## src/rtl/dino_game_ctrl.sv

```systemverilog
// dino_game_ctrl: play-state sequencer, jump arc, obstacle spawn timer and score counter.
// Rev 1.0
`default_nettype none

module dino_game_ctrl #(
  parameter int JUMP_H    = 40,
  parameter int JUMP_STEP = 4,
  parameter int SPAWN_MIN = 30
) (
  input  logic        clk,
  input  logic        rst,
  input  logic        tick,
  input  logic        start_pulse,
  input  logic        jump_pulse,
  input  logic [6:0]  rnd,
  input  logic        collide,
  output logic [1:0]  state,
  output logic [5:0]  dino_y,
  output logic        rising,
  output logic        spawn,
  output logic [13:0] score
);

  typedef enum logic [1:0] {
    IDLE = 2'd0,
    RUN  = 2'd1,
    JUMP = 2'd2,
    OVER = 2'd3
  } state_t;

  localparam logic [6:0]  SPAWN_MIN_W = 7'(SPAWN_MIN);
  localparam logic [6:0]  STEP_W      = 7'(JUMP_STEP);
  localparam logic [5:0]  STEP6       = 6'(JUMP_STEP);
  localparam logic [6:0]  JUMP_H_W    = 7'(JUMP_H);
  localparam logic [5:0]  JUMP_H6     = 6'(JUMP_H);
  localparam logic [13:0] SCORE_MAX   = 14'd9999;

  state_t      cur_state, nxt_state;
  logic [5:0]  nxt_y;
  logic        nxt_rising;
  logic        nxt_spawn;
  logic [13:0] nxt_score;
  logic [6:0]  cnt, nxt_cnt;
  logic [6:0]  reload;
  logic [6:0]  y_up;

  // Masking keeps only rnd[5:0] while every input bit stays referenced.
  assign reload = SPAWN_MIN_W + (rnd & 7'h3F);
  assign y_up   = {1'b0, dino_y} + STEP_W;

  always_ff @(posedge clk or posedge rst) begin
    if (rst) begin
      cur_state <= IDLE;
      dino_y    <= '0;
      rising    <= 1'b0;
      spawn     <= 1'b0;
      score     <= '0;
      cnt       <= '0;
    end else begin
      cur_state <= nxt_state;
      dino_y    <= nxt_y;
      rising    <= nxt_rising;
      spawn     <= nxt_spawn;
      score     <= nxt_score;
      cnt       <= nxt_cnt;
    end
  end

  always_comb begin
    nxt_state  = cur_state;
    nxt_y      = dino_y;
    nxt_rising = rising;
    nxt_spawn  = 1'b0;
    nxt_score  = score;
    nxt_cnt    = cnt;

    case (cur_state)
      IDLE, OVER: begin
        if (start_pulse) begin
          nxt_state  = RUN;
          nxt_y      = '0;
          nxt_rising = 1'b0;
          nxt_score  = '0;
          nxt_cnt    = reload;
        end
      end

      RUN, JUMP: begin
        // Collision wins over everything else in the same cycle.
        if (collide) begin
          nxt_state = OVER;
        end else begin
          if (tick) begin
            if (score != SCORE_MAX) nxt_score = score + 14'd1;
            if (cnt == 7'd1) begin
              nxt_spawn = 1'b1;
              nxt_cnt   = reload;
            end else if (cnt != 7'd0) begin
              nxt_cnt = cnt - 7'd1;
            end
          end

          if (cur_state == RUN) begin
            if (jump_pulse) begin
              nxt_state  = JUMP;
              nxt_rising = 1'b1;
            end
          end else if (tick) begin
            if (rising) begin
              if (y_up >= JUMP_H_W) begin
                nxt_y      = JUMP_H6;
                nxt_rising = 1'b0;
              end else begin
                nxt_y = y_up[5:0];
              end
            end else if (dino_y <= STEP6) begin
              nxt_y     = '0;
              nxt_state = RUN;
            end else begin
              nxt_y = dino_y - STEP6;
            end
          end
        end
      end

      default: nxt_state = IDLE;
    endcase
  end

  assign state = cur_state;

endmodule

`default_nettype wire

```

## config.mk

```make
export PLATFORM = sky130hd
export DESIGN_NAME = dino_game_ctrl
export DESIGN_NICKNAME = d
export VERILOG_FILES = /design/src/rtl/dino_game_ctrl.sv
export SDC_FILE = /design/constraint.sdc
export NUM_CORES = 1
export LEC_CHECK = 0
export ABC_AREA = 1
export CAP_MARGIN = 20
export CELL_PAD_IN_SITES_DETAIL_PLACEMENT = 1
export CELL_PAD_IN_SITES_GLOBAL_PLACEMENT = 1
export CORE_MARGIN = 2
export CORE_UTILIZATION = 41
export DETAILED_ROUTE_END_ITERATION = 10
export PLACE_DENSITY = 0.93
export RECOVER_POWER = 50
export SYNTH_ARGS = -nofsm -noshare
export SYNTH_HDL_FRONTEND = slang
export SYNTH_SLANG_ARGS = --single-unit
```

## constraint.sdc

```tcl
create_clock -name clk -period 2.6 [get_ports clk]
set_input_delay 0.78 -clock clk [delete_from_list [all_inputs] [get_ports clk]]
set_output_delay 0.78 -clock clk [all_outputs]
set_load 0.01 [all_outputs]
```

==> flow_metrics.py, run 1 <==
metrics = {
    "worst_setup_path": {
        "slowest_delay_ns": 0.61,
        "crit_required_ns": 1.82,
        "rr_startpoint": "state[0]$_DFFE_PP0P_",
        "path_max_fanout": 10,
        "crit_end": "dino_y[2]",
        "crit_cells": 1,
        "setup.worst_path.start": "dino_y[2]$_DFFE_PP0P_",
        "cp-start-kind": "flop",
        "crit_chain": "clkdlybuf4s50_1",
        "crit_buf_inv": 1,
        "crit_slowest_cell": "clkdlybuf4s50_1",
        "cp.arrival_ns": 1.45,
        "reg2reg_depth": 10,
        "critPathKind": "reg2out",
        "crit_family": "buffers and inverters",
        "regToRegEndpoint": "score[0]$_DFFE_PP0P_",
        "worst_setup_path_end_kind": "primary output",
        "reg2reg_slack_ns": 0.51,
    },
    "final_layout": {
        "stdcell_count": 433,
        "final_common_cell": "nand2_1",
        "layout_common_cells": "104 x nand2_1, 43 x nand3_1, 37 x inv_1, 29 x nor2_1, 29 x dfrtp_1",
        "diodes": 0,
        "fin_nets": 385,
        "fill_cells": 688,
        "area_growth_pct": 20.3,
        "drive_above_1_share": 0.0799,
    },
    "global_routing": {
        "antenna_found_initial": 0,
        "grt_pass1_wl_um": 11000,
        "grt_overflow": 0,
        "grt_pass1_vias": 2358,
        "grt_max_degree": 30,
        "grt_use_total": 0.228,
    },
    "timing": {
        "relSlewSlack": 0.495,
        "rsz0062_at_grt": "false",
        "max_freq_ghz": 0.449,
        "worst_pin_slew_ns": 0.757,
        "tns_ns": 0,
        "post-route-min-period_ns": 2.23,
        "fin_crit_sh": 0.856,
        "setup_viol": 0,
        "hold_violations": 0,
        "drv_slew": 0,
        "fin_skew_ns": 0.00521,
    },
    "synthesis": {
        "post_synth_num_cell_types": 31,
        "synth_edf_count": 0,
        "syn_area_per_cell_sq_um": 6.80,
        "syn_inst": 326,
        "synth_seq_cells": 29,
        "async_flop_share": 1.00,
        "synthFlopType": "dfrtp_1",
        "ys_warn_count": 0,
        "synth.cell_area_sq_um": 2220,
        "synth_seq_area_share": 0.327,
    },
    "floorplanning": {
        "coreArea_sq_um": 5170,
        "fp-row-count": 26,
        "die_w_um": 77.5,
        "io_pins": 37,
        "die_h_um": 77.5,
        "start_util": 0.429,
        "die_area_sq_um": 6010,
    },
    "cts": {
        "cts_sinks": 29,
        "tritoncts": "built",
        "clockBufferDepth": 2,
        "root_buffer": "clkbuf_8",
        "ctsHoldBuffers": 0,
        "insertion_delay_ns": 0.29,
        "cts_resized": 0,
        "cts_buffers": 5,
        "post_cts_buffers": 0,
        "htreeDepth": 2,
        "path_clk_slew_ns": 0.07,
    },
    "detailed_routing": {
        "drt-initial-drc-count": 100,
        "met1Wirelength_um": 2740,
        "dr_total_vias": 2271,
        "met2_length_um": 3160,
        "wl_um": 6120,
        "drtPass1Iterations": 4,
        "drcViolationCount": 0,
        "dr_wl_met3_um": 172,
        "via_per_inst": 5.24,
        "highest_layer": "met4",
        "antenna_left": 0,
        "routedWlPerCell_um": 14.1,
    },
    "power_and_ir_drop": {
        "power_leakage_nw": 1.29,
        "p_per_area_nw_per_um2": 1010,
        "vdd_ir_drop_max_mv": 0.538,
    },
    "hold_path": {
        "hp-class": "reg2reg",
    },
    "placed_design": {
        "numPortBuffers": 33,
        "placed_cells": 425,
        "dpl.hpwl_um": 4510,
        "gp_congestion": 0.837,
    },
    "run_status": {
        "status": "finished, final reports clean",
    },
    "flow_run": {
        "drv_cap": 0,
    },
}
-- layout make-up --
cell class,instances,area (sq um),area share
Clock inverter,2,10.0,0.00375
Sequential cell,29,726,0.272
Multi-Input combinational cell,252,1280,0.479
Clock buffer,6,72.6,0.0272
Timing Repair Buffer,36,350,0.131
Tap cell,70,87.6,0.0328
Inverter,38,143,0.0535
-- worst min-delay path by stage --
stage	endpoint	cells after the start	start	slack (ns)
after floorplan	cnt[6]$_DFFE_PP0P_	2	cnt[6]$_DFFE_PP0P_	0.46
after global placement	cnt[6]$_DFFE_PP0P_	2	cnt[6]$_DFFE_PP0P_	0.49
after detailed placement	cnt[6]$_DFFE_PP0P_	2	cnt[6]$_DFFE_PP0P_	0.53
after CTS	cnt[1]$_DFFE_PP0P_	2	cnt[1]$_DFFE_PP0P_	0.54
after global routing	cnt[6]$_DFFE_PP0P_	2	cnt[6]$_DFFE_PP0P_	0.56
final	cnt[6]$_DFFE_PP0P_	2	cnt[6]$_DFFE_PP0P_	0.54
-- per-layer routing --
layer,global-route usage,up-vias
met2,0.397,36
met5,0,-
met1,0.287,1096
li1,-,1132
met4,0.0661,0
met3,0.0419,7
-- synthesized netlist by cell type (2+ instances only) --
cell      count  area share
a21oi_1       3      0.0068
ha_1         10       0.056
buf_4         2      0.0068
nand2_2       3      0.0085
o21ai_2       7       0.028
xnor2_1       3       0.012
o211ai_1      2      0.0068
inv_1        37       0.063
nor2_1       29       0.049
or2_2         5       0.014
dfrtp_1      29        0.33
nand3_1      43       0.097
o21ai_0      15       0.034
nand4_1      14       0.040
a21o_1        3       0.010
nand2_4       2       0.010
buf_2         2      0.0045
nand2_1     103        0.17
buf_6         2       0.010
-- logic make-up after synthesis --
logic type,Yosys count,share of synthesized area
other,1,0.00169
flip-flops,29,0.327
AO/OA/AOI/OAI,34,0.0982
XOR/XNOR,4,0.0158
buffers and inverters,46,0.0965
adder cells (fa/ha/maj),10,0.0564
AND/OR/NAND/NOR,202,0.404
-- sequential cells by signal, summed over array words and instances, names as in the netlist --
name and cells:
rising 1, spawn 1, score 14, cnt 7, state 2, dino_y 4
-- through the flow --
step | hold slack, ns | utilization | total power, mW | cell area (sq um) | setup slack (ns)
2_1_floorplan | 0.461 | - | 1.91 | 2220 | 0.966
3_3_place_gp | 0.488 | 0.501 | 2.24 | 2590 | 0.341
3_5_place_dp | 0.525 | 0.501 | 2.31 | 2590 | 0.312
4_1_cts | 0.542 | 0.517 | 2.71 | 2670 | 0.361
5_1_grt | 0.563 | 0.516 | 2.96 | 2670 | 0.282
6_report | 0.540 | 0.516 | 2.68 | 2670 | 0.375
-- power by group --
part | leakage (nW) | switching [mW] | internal (mW)
logic | 0.862 | 0.990 | 0.561
clock network | 0.0450 | 0.183 | 0.185
registers | 0.384 | 0.184 | 0.577
Power figures use the tool's default switching activity.
==> run 2: changes to the inputs <==
- SLEW_MARGIN: default -> 5
- clock period: 2.6 -> 2.75 ns (I/O delays scaled with it)
==> run 2 against run 1 <==
  * Register-to-register slack is essentially flat
  * Final area shrank 0.14%
  * First-iteration DRC count grew 20%
  * Sequential cell count is the same
  * Clock power shrank 2%
  * Global-route usage shrank 1.3 points
  * Clock-buffer cell count grew 1
  * Critical path depth grew 7
  * Critical endpoint is now score[2]$_DFFE_PP0P_
  * Utilization shrank 0.073 points
  * Combinational power shrank 6%
  * Clock skew grew 0.0014 ns
  * Worst setup slack gained 0.11 ns
==> flow_metrics.py, run 2 (same netlist as run 1, synthesis figures left out) <==
metrics = {
    "run_status": {
        "status": "finished, final reports clean",
    },
    "cts": {
        "insertion_delay_ns": 0.28,
        "cts_buffers": 5,
        "cts_resized": 0,
        "path_clk_slew_ns": 0.07,
        "root_buffer": "clkbuf_8",
        "ctsHoldBuffers": 0,
        "clockBufferDepth": 2,
        "post_cts_buffers": 0,
        "cts_sinks": 29,
        "tritoncts": "built",
        "htreeDepth": 2,
    },
    "timing": {
        "fin_crit_sh": 0.824,
        "hold_violations": 0,
        "worst_pin_slew_ns": 0.760,
        "relSlewSlack": 0.494,
        "post-route-min-period_ns": 2.27,
        "max_freq_ghz": 0.441,
        "setup_viol": 0,
        "tns_ns": 0,
        "drv_slew": 0,
        "rsz0062_at_grt": "false",
        "fin_skew_ns": 0.00660,
    },
    "floorplanning": {
        "die_w_um": 77.5,
        "start_util": 0.429,
        "io_pins": 37,
        "die_area_sq_um": 6010,
        "fp-row-count": 26,
        "coreArea_sq_um": 5170,
        "die_h_um": 77.5,
    },
    "worst_setup_path": {
        "cp-start-kind": "input pin",
        "crit_required_ns": 2.91,
        "setup.worst_path.start": "collide",
        "cp.arrival_ns": 2.42,
        "reg2reg_depth": 9,
        "rr_startpoint": "state[0]$_DFFE_PP0P_",
        "reg2reg_slack_ns": 0.50,
        "critPathKind": "in2reg",
        "regToRegEndpoint": "score[0]$_DFFE_PP0P_",
        "path_max_fanout": 25,
        "worst_setup_path_end_kind": "flop",
    },
    "final_layout": {
        "reg_top3": "score x14, cnt x7, dino_y x4",
        "area_growth_pct": 20.1,
        "fin_area_sq_um": 2660,
        "fin_nets": 384,
        "drive_above_1_share": 0.0748,
        "diodes": 0,
        "largest_register_ffs": 14,
        "layout_common_cells": "104 x nand2_1, 43 x nand3_1, 37 x inv_1",
        "final_common_cell": "nand2_1",
        "fill_cells": 683,
        "top_register": "score",
    },
    "power_and_ir_drop": {
        "clock_power_share": 0.141,
        "p_seq_frac": 0.284,
        "switching_power_mw": 1.28,
        "power.internal_mw": 1.26,
        "vdd_ir_drop_max_mv": 0.485,
        "power_leakage_nw": 1.28,
        "p_per_area_nw_per_um2": 955,
        "pwr-share-comb": 0.575,
        "swShare": 0.503,
    },
    "global_routing": {
        "grt_overflow": 0,
        "grt_pass1_vias": 2303,
        "grt_use_total": 0.215,
        "grt_max_degree": 30,
        "grt_pass1_wl_um": 10500,
        "antenna_found_initial": 0,
    },
    "placed_design": {
        "postPlaceCellArea_sq_um": 2580,
        "numPortBuffers": 33,
        "gp_congestion": 0.849,
        "dpl.hpwl_um": 4690,
    },
    "detailed_routing": {
        "drcViolationCount": 0,
        "via_per_inst": 5.30,
        "dr_total_vias": 2285,
        "wl_um": 6250,
        "antenna_left": 0,
        "routedWlPerCell_um": 14.5,
        "drt-initial-drc-count": 120,
        "drtPass1Iterations": 4,
    },
    "flow_run": {
        "drv_cap": 0,
    },
    "hold_path": {
        "hold_depth": 2,
        "hp-class": "reg2reg",
        "worstHoldStart": "cnt[6]$_DFFE_PP0P_",
        "holdPathEnd": "cnt[6]$_DFFE_PP0P_",
    },
}
[run 2: worst max-delay path: stages]
cell             delay (ns)
clkdlybuf4s50_1        0.55
inv_1                  0.08
nand3_1                0.12
nand2_1                0.23
nand2_4                0.33
inv_1                  0.14
nand2_1                0.08
o21ai_0                0.07
[run 2: power groups by stage]
stage / logic [mW] / clock network [mW] / registers, mW
finish: 1.46 / 0.360 / 0.721
CTS: 1.49 / 0.371 / 0.717
global route: 1.69 / 0.384 / 0.736
global placement: 1.40 / 0 / 0.712
detailed placement: 1.47 / 0 / 0.721
floorplan: 1.11 / 0 / 0.701
[run 2: layer usage]
layer  vias to the layer above  track usage  wire, um
li1                       1126            -         -
met1                      1106        0.263      2690
met3                        10       0.0360       192
met4                         0       0.0571        89
met5                         -            0         0
met2                        43        0.390      3280
[run 2: worst max-delay path by stage]
stage	slack (ns)	cells after the start	end
finish	0.48	8	score[2]$_DFFE_PP0P_
global placement	0.35	8	score[0]$_DFFE_PP0P_
detailed placement	0.30	8	score[2]$_DFFE_PP0P_
global route	0.23	9	score[0]$_DFFE_PP0P_
CTS	0.49	1	dino_y[2]
floorplan	1.11	9	cnt[5]$_DFFE_PP0P_
[run 2: cell type report]
| type | count | area, sq um | share of cell area |
|---|---|---|---|
| Multi-Input combinational cell | 252 | 1280 | 0.480 |
| Clock buffer | 7 | 86.3 | 0.0324 |
| Sequential cell | 29 | 726 | 0.272 |
| Inverter | 38 | 143 | 0.0535 |
| Tap cell | 70 | 87.6 | 0.0329 |
| Timing Repair Buffer | 35 | 343 | 0.129 |
[run 2: through the flow]
stage | hold WS (ns) | cells | total power, mW | setup WS (ns) | utilization
after floorplan | 0.461 | 327 | 1.81 | 1.11 | -
after global placement | 0.480 | 424 | 2.11 | 0.349 | 0.499
after detailed placement | 0.493 | 424 | 2.19 | 0.302 | 0.499
after CTS | 0.513 | 431 | 2.58 | 0.494 | 0.516
after global routing | 0.528 | 431 | 2.81 | 0.226 | 0.515
final | 0.512 | 431 | 2.54 | 0.483 | 0.515
==> run 3: changes to the inputs <==
- CORE_UTILIZATION: 41 -> 38
- PLACE_DENSITY: 0.93 -> 0.87
- clock period: 2.75 -> 2.12 ns (I/O delays scaled with it)
==> run 3 against run 2 <==
  * Total power rose by 35%
  * Worst setup slack got worse by 0.40 ns
  * Die area rose by 7.5%
  * Non-clock buffer count rose by 5
  * Sequential share of layout area fell by 0.63 points
  * Combinational power rose by 38%
  * Register-to-register slack got worse by 0.28 ns
  * Final area rose by 2.3%
  * Routed wire length rose by 1.7%
  * Sequential cell count did not move
  * Clock skew fell by 0.0016 ns
  * Via count fell by 0.13%
  * Critical path type is now reg2out
==> flow_metrics.py, run 3 (same netlist as run 1, synthesis figures left out) <==
metrics = {
    "run_status": {
        "status": "finished, final reports clean",
    },
    "timing": {
        "relSlewSlack": 0.452,
        "whs_ns": 0.512,
        "hold_violations": 0,
        "worst_pin_slew_ns": 0.822,
        "fin_crit_sh": 0.962,
        "drv_slew": 0,
        "max_freq_ghz": 0.490,
        "fin_skew_ns": 0.00504,
        "post-route-min-period_ns": 2.04,
        "setup_viol": 0,
        "rsz0062_at_grt": "false",
    },
    "cts": {
        "cts_resized": 0,
        "post_cts_buffers": 0,
        "ctsHoldBuffers": 0,
        "insertion_delay_ns": 0.29,
        "clockBufferDepth": 2,
        "root_buffer": "clkbuf_8",
        "tritoncts": "built",
        "htreeDepth": 2,
        "cts_sinks": 29,
        "path_clk_slew_ns": 0.07,
        "cts_buffers": 5,
    },
    "final_layout": {
        "fin_nets": 389,
        "area_growth_pct": 23.0,
        "diodes": 0,
        "final_common_cell": "nand2_1",
        "reg_top3": "score x14, cnt x7, dino_y x4",
        "top_register": "score",
        "largest_register_ffs": 14,
        "layout_common_cells": "103 x nand2_1, 43 x nand3_1, 37 x inv_1, 30 x clkdlybuf4s50_1",
        "drive_above_1_share": 0.0926,
    },
    "floorplanning": {
        "die_area_sq_um": 6460,
        "fp-row-count": 27,
        "coreArea_sq_um": 5570,
        "die_h_um": 80.4,
        "io_pins": 37,
        "start_util": 0.398,
        "die_w_um": 80.4,
    },
    "hold_path": {
        "hp-class": "reg2reg",
        "worstHoldStart": "cnt[6]$_DFFE_PP0P_",
    },
    "worst_setup_path": {
        "cp-start-kind": "flop",
        "crit_required_ns": 1.48,
        "critPathKind": "reg2out",
        "regToRegEndpoint": "score[0]$_DFFE_PP0P_",
        "crit_slowest_cell": "clkdlybuf4s50_1",
        "crit_chain": "clkdlybuf4s50_1",
        "setup.worst_path.start": "dino_y[4]$_DFFE_PP0P_",
        "cp.arrival_ns": 1.40,
        "reg2reg_slack_ns": 0.22,
        "rr_startpoint": "state[0]$_DFFE_PP0P_",
        "crit_family": "buffers and inverters",
        "slowest_delay_ns": 0.61,
        "path_max_fanout": 9,
        "crit_cells": 1,
        "worst_setup_path_end_kind": "primary output",
        "crit_end": "dino_y[4]",
        "reg2reg_depth": 9,
        "crit_buf_inv": 1,
    },
    "detailed_routing": {
        "dr_total_vias": 2282,
        "via_per_inst": 5.20,
        "routedWlPerCell_um": 14.5,
        "drtPass1Iterations": 4,
        "drcViolationCount": 0,
        "antenna_left": 0,
        "wl_um": 6360,
        "drt-initial-drc-count": 77,
    },
    "placed_design": {
        "dpl.hpwl_um": 4690,
        "numPortBuffers": 33,
        "gp_congestion": 0.858,
    },
    "power_and_ir_drop": {
        "p_total_mw": 3.45,
        "vdd_ir_drop_max_mv": 0.672,
        "power_leakage_nw": 1.32,
        "p_per_area_nw_per_um2": 1260,
    },
    "global_routing": {
        "grt_pass1_wl_um": 11000,
        "grt_max_degree": 30,
        "grt_pass1_vias": 2361,
        "grt_overflow": 0,
        "antenna_found_initial": 0,
        "grt_use_total": 0.215,
    },
    "flow_run": {
        "drv_cap": 0,
    },
}
-- run 3: changes by cell type in the layout (fill, tap and decap cells not counted), sizes merged --
cell	before	now
dlygate4sd3	4	3
clkdlybuf4s50	29	30
clkinv	0	1
buf	1	5
clkbuf	8	9
-- run 3: routing by layer --
metal / wire length, um / vias to the layer above / track usage / part of all wire
li1: - / 1143 / - / -
met1: 2870 / 1090 / 0.268 / 0.45
met2: 3230 / 43 / 0.384 / 0.51
met3: 191 / 6 / 0.0348 / 0.030
met4: 62 / 0 / 0.0559 / 0.0098
met5: 0 / - / 0 / 0
-- run 3: layout make-up --
type	count	area [sq um]
Timing Repair Buffer	40	377
Clock inverter	1	5.00
Multi-Input combinational cell	252	1290
Clock buffer	7	96.3
Inverter	38	143
Sequential cell	29	726
Fill cell	750	2850
Tap cell	72	90.1
-- run 3: how the worst min path moves through the flow --
stage / end / slack (ns) / depth (start not counted)
2_1_floorplan: cnt[6]$_DFFE_PP0P_ / 0.46 / 2
3_3_place_gp: cnt[6]$_DFFE_PP0P_ / 0.49 / 2
3_5_place_dp: cnt[6]$_DFFE_PP0P_ / 0.49 / 2
4_1_cts: cnt[6]$_DFFE_PP0P_ / 0.51 / 2
5_1_grt: cnt[6]$_DFFE_PP0P_ / 0.58 / 2
6_report: cnt[6]$_DFFE_PP0P_ / 0.51 / 2
-- run 3: metrics by stage --
| step | area [sq um] | std cells | TNS, ns | util | setup WS (ns) |
|---|---|---|---|---|---|
| after floorplan | 2220 | 327 | 0 | - | 0.486 |
| after global placement | 2620 | 431 | -0.0141 | 0.470 | -0.0141 |
| after detailed placement | 2620 | 431 | -0.171 | 0.470 | -0.105 |
| after CTS | 2720 | 439 | 0 | 0.489 | 0.0778 |
| after global routing | 2730 | 439 | 0 | 0.489 | 0.0217 |
| final | 2730 | 439 | 0 | 0.489 | 0.0808 |
-- run 3: report_power, final --
part | switching (mW) | total, mW | internal, mW | leakage (nW)
Combinational | 1.27 | 2.01 | 0.733 | 0.881
Clock | 0.232 | 0.526 | 0.293 | 0.0542
Sequential | 0.206 | 0.914 | 0.708 | 0.384
